**src/rtl/pll_reset_sequencer.sv**
```systemverilog
// Turns the asynchronous PLL `locked` flag into a qualified, glitch-free active-high
// core reset in the clkin domain, and counts lock losses observed while running.
module pll_reset_sequencer #(
  parameter int SYNC_STAGES = 2,
  parameter int LOCK_CYCLES = 1024,
  parameter int HOLD_CYCLES = 16,
  parameter int CNT_W       = 16
) (
  input  logic       clkin,
  input  logic       resetn,
  input  logic       locked,
  input  logic       soft_reset,
  output logic       reset_out,
  output logic       ready,
  output logic [1:0] state,
  output logic [7:0] lock_lost_count
);

  localparam longint CNT_LIMIT = longint'(1) << CNT_W;

  generate
    if (SYNC_STAGES < 2 || LOCK_CYCLES < 1 || HOLD_CYCLES < 1 ||
        longint'(LOCK_CYCLES) >= CNT_LIMIT || longint'(HOLD_CYCLES) >= CNT_LIMIT) begin : gBadParams
      $error("pll_reset_sequencer: illegal parameter combination");
    end
  endgenerate

  localparam logic [CNT_W-1:0] LOCK_LAST = CNT_W'(LOCK_CYCLES - 1);
  localparam logic [CNT_W-1:0] HOLD_LAST = CNT_W'(HOLD_CYCLES - 1);
  localparam logic [CNT_W-1:0] CNT_ONE   = CNT_W'(1);

  typedef enum logic [1:0] {
    WAIT_LOCK = 2'd0,
    STABLE    = 2'd1,
    HOLD      = 2'd2,
    RUN       = 2'd3
  } seqState_t;

  logic [SYNC_STAGES-1:0] syncFf;
  logic                   lockedS;
  seqState_t              curState, nextState;
  logic [CNT_W-1:0]       cnt, cntNext;
  logic [7:0]             lostCnt, lostCntNext;

  // Synchroniser: only the last stage is allowed to reach the FSM
  always_ff @(posedge clkin or negedge resetn) begin
    if (!resetn) begin
      syncFf <= '0;
    end else begin
      syncFf <= {syncFf[SYNC_STAGES-2:0], locked};
    end
  end

  assign lockedS = syncFf[SYNC_STAGES-1];

  always_comb begin
    nextState   = curState;
    cntNext     = cnt;
    lostCntNext = lostCnt;
    case (curState)
      WAIT_LOCK: begin
        if (lockedS) begin
          nextState = STABLE;
          cntNext   = '0;
        end
      end
      STABLE: begin
        if (!lockedS) begin
          nextState = WAIT_LOCK;
          cntNext   = '0;
        end else if (cnt == LOCK_LAST) begin
          nextState = HOLD;
          cntNext   = '0;
        end else begin
          cntNext = cnt + CNT_ONE;
        end
      end
      HOLD: begin
        if (!lockedS) begin
          nextState = WAIT_LOCK;
          cntNext   = '0;
        end else if (cnt == HOLD_LAST) begin
          nextState = RUN;
        end else begin
          cntNext = cnt + CNT_ONE;
        end
      end
      RUN: begin
        // Lock loss wins over a simultaneous soft reset request
        if (!lockedS) begin
          nextState = WAIT_LOCK;
          cntNext   = '0;
          if (lostCnt != 8'hFF) begin
            lostCntNext = lostCnt + 8'd1;
          end
        end else if (soft_reset) begin
          nextState = HOLD;
          cntNext   = '0;
        end
      end
      default: begin
        nextState = WAIT_LOCK;
        cntNext   = '0;
      end
    endcase
  end

  // Outputs are registered from the next state so they switch on the same edge as state
  always_ff @(posedge clkin or negedge resetn) begin
    if (!resetn) begin
      curState  <= WAIT_LOCK;
      cnt       <= '0;
      lostCnt   <= '0;
      reset_out <= 1'b1;
      ready     <= 1'b0;
    end else begin
      curState  <= nextState;
      cnt       <= cntNext;
      lostCnt   <= lostCntNext;
      reset_out <= (nextState != RUN);
      ready     <= (nextState == RUN);
    end
  end

  assign state           = curState;
  assign lock_lost_count = lostCnt;

endmodule

```
**config.mk**
```make
export PLATFORM = sky130hd
export DESIGN_NAME = pll_reset_sequencer
export DESIGN_NICKNAME = d
export VERILOG_FILES = /design/src/rtl/pll_reset_sequencer.sv
export SDC_FILE = /design/constraint.sdc
export NUM_CORES = 1
export LEC_CHECK = 0
export BUFFER_PORTS_ARGS = -buffer_cell sky130_fd_sc_hd__buf_4
export CORE_MARGIN = 3
export CORE_UTILIZATION = 58
export DETAILED_ROUTE_END_ITERATION = 7
export HOLD_SLACK_MARGIN = 0.12
export PLACE_DENSITY_LB_ADDON = 0.3
export SYNTH_ARGS = -nofsm -noshare
export SYNTH_HDL_FRONTEND = slang
export SYNTH_SLANG_ARGS = --single-unit
```
**constraint.sdc**
```tcl
create_clock -name clkin -period 2.2 [get_ports clkin]
set_input_delay 0 -clock clkin [delete_from_list [all_inputs] [get_ports clkin]]
set_output_delay 0 -clock clkin [all_outputs]
set_load 0.02 [all_outputs]
```
==> flow_metrics.tcl <==
set metrics [dict create \
    status "finished, final reports clean" \
    dieArea_sq_mm 0.00347 \
    gr-total-overflow 0 \
    crit_type "reg2reg" \
    synth_nets 169 \
    fillers 153 \
    worstPathMaxFanout 5 \
    clock_path_buffers 2 \
    io_pins 16 \
    rsz0062_at_grt "yes" \
    h-tree-depth 2 \
    ir_drop_mv 1.07 \
    power.internal_mw 1.25 \
    syn2layout_area_growth_pct 24.6 \
    vias 1374 \
    via_per_inst 6.19 \
    synth_flop_cell "dfrtp_1" \
    p_seq_share_pct 36.8 \
    drive_above_1_share_pct 27.6 \
    skew_ns 0.0127 \
    cts_root_buf "clkbuf_4" \
    swShare_pct 31.9 \
    start_kind "register" \
    drt_iter0_drc 70 \
    async_flop_share_pct 100 \
    max_cap_violations 0 \
    yosysMostFrequentCell "dfrtp_1" \
    io_buffer_count 15 \
    cts_sinks 30 \
    die_w_microns 58.9 \
    ys_types 42 \
    grt_pass1_vias 1371 \
    ff2ff_setup_slack_ns 0.07 \
    combPwrFrac_pct 31.3 \
    p_per_area_mw_per_mm2 904 \
    ys.warnings.count 0 \
    r2r_end "cnt[3]" \
    antenna_found_initial 0 \
    core_sq_mm 0.00257 \
    finalSetupViolCount 0 \
    start_util_pct 63.3 \
    die_y_microns 58.9 \
    numCtsBuffers 5 \
    hold_slack_ns 0.134 \
    max-slew-margin-rel_pct 58.1 \
    ys_seq_area_share_pct 46.3 \
    max_freq_ghz 0.469 \
    firstDrtPassIters 4 \
    globalplace.congestion 0.869 \
    dp_hpwl_microns 2540 \
    grt.total_usage_pct 24.5 \
    yosysTopAreaCellShare_pct 44.6 \
    layout_setup_ws_ns 0.0686 \
    tightest_slew_ns 0.627 \
    netlist_area_sq_mm 0.00163 \
    wl_per_cell_microns 17.7 \
    hp-class "in2reg" \
    path_clk_slew_ns 0.09 \
    synth_area_leaders "dfrtp_1 (45%), xnor2_1 (7.0%), ha_1 (5.4%)" \
    crit_required_ns 2.43 \
    p_clk_share_pct 31.9 \
    cp.arrival_ns 2.36 \
    drc 0 \
    hold_viol 0 \
    synthTopCellsByCount "dfrtp_1 (29), nand2_1 (16), nor2_1 (16), xnor2_1 (13), nand3_1 (10)" \
    final_nets 202 \
    grt_first_pass_wirelength_microns 6280 \
    hold_depth 4 \
    finalPower_mw 1.83 \
    routed_wl_microns 3930 \
    grt_max_degree 18 \
    ant_nets 0 \
    finalCriticalPeriod_ns 2.13 \
    slew_violations 0 \
    yosys_register_bits 30 \
    netlist_instances 158 \
    leakagePower_nw 0.893 \
    hold_path_startpoint "soft_reset" \
    clk_latency_ns 0.34 \
    yosysTopAreaCell "dfrtp_1" \
    synth_edf_count 0 \
    holdPathEnd "reset_out" \
    endpoint_kind "register" \
    p_sw_uw 584 \
    syn_area_per_cell_sq_um 10.3 \
    fin_crit_sh_pct 96.9 \
    r2r_start "state[0]" \
    detailedPlace.worstSlack_ns -0.0164 \
    cts_tree "done" \
    ff2ff_path_depth 7 \
    std_cell_rows 18 \
    diodes 0 \
]
power groups by stage:
stage	registers, mW	logic (mW)	clock network (mW)
floorplan	0.717	0.252	0
global route	0.680	0.616	0.608
global placement	0.665	0.445	0
CTS	0.662	0.486	0.590
detailed placement	0.671	0.467	0
finish	0.673	0.573	0.585
routing by layer:
layer | GRT usage, % | routed length (microns)
met3 | 5.48 | 211
met2 | 39.7 | 1970
met5 | 0 | 0
met1 | 29.6 | 1580
met4 | 14.6 | 161
per-stage QoR:
step           std cells  util (%)  area, sq um  TNS (ns)
2_1_floorplan        158         -         1630         0
3_3_place_gp         205      70.0         1800         0
3_5_place_dp         205      70.0         1800   -0.0187
4_1_cts              217      76.3         1960         0
5_1_grt              222      78.9         2030   -0.0880
6_report             222      78.9         2030         0
logic make-up (layout without fill, tap and decap cells):
kind of cell,Yosys count,after routing,synth area share (%)
fa+ha+maj,7,7,5.39
buf+inv,8,42,1.92
flops,30,30,46.3
mux,1,1,0.693
xor+xnor,17,17,9.16
compound gates,21,21,9.47
simple gates,74,74,27.1
critical path: stages, from the launching register on:
cell and delay, ns:
dfrtp_2 0.46, inv_4 0.08, ha_4 0.14, or4b_4 0.48
nor4_4 0.31, a31oi_2 0.15, and2_4 0.20, a22o_1 0.20
cell type report:
type / count / area [sq um] / share of cell area [%]
Tap cell: 30 / 37.5 / 1.85
Multi-Input combinational cell: 120 / 877 / 43.3
Sequential cell: 30 / 754 / 37.2
Clock inverter: 2 / 60.1 / 2.96
Timing Repair Buffer: 28 / 220 / 10.9
Clock buffer: 6 / 51.3 / 2.53
Inverter: 6 / 25.0 / 1.24
registers in the layout, indices dropped and copies added (netlist names):
name and count:
state 2, reset_out 1, syncFf 2, cnt 16, lock_lost_count 8, ready 1
timing repair:
action / 4_1_cts / 5_1_grt
pin swaps: 0 / 4
endpoints found under the setup margin: 3 / 17
hold buffers: 4 / 0
resized for setup: 2 / 8
hold endpoints to repair: 31 / 0
setup buffers: 0 / 5
worst max-delay path by stage:
stage | start | end | slack, ns | depth (start not counted)
CTS | state[0] | cnt[4] | 0.0007 | 7
global route | state[0] | cnt[3] | -0.03 | 7
detailed placement | state[0] | cnt[4] | -0.02 | 7
floorplan | state[0] | cnt[15] | 0.05 | 7
finish | state[0] | cnt[3] | 0.07 | 7
global placement | state[0] | cnt[4] | 0.09 | 7
cell usage in the layout (no fill, tap or decap), types with 2 or more instances in the layout:
| cell | instances |
|---|---|
| o211ai_1 | 2 |
| nor2_1 | 16 |
| a22o_1 | 3 |
| xor2_1 | 4 |
| nand4_1 | 7 |
| or4_4 | 2 |
| nand3_1 | 10 |
| and3_1 | 5 |
| xnor2_1 | 13 |
| a21oi_1 | 4 |
| bufinv_16 | 2 |
| dlygate4sd3_1 | 4 |
| dfrtp_1 | 27 |
| clkbuf_4 | 5 |
| inv_1 | 5 |
| ha_1 | 6 |
| nor4_4 | 3 |
| buf_4 | 24 |
| dfrtp_2 | 2 |
| nor3_1 | 3 |
| nand2_1 | 16 |
| a21o_1 | 2 |
| o21ai_0 | 3 |
No activity file was read; power rests on OpenSTA's default activity.
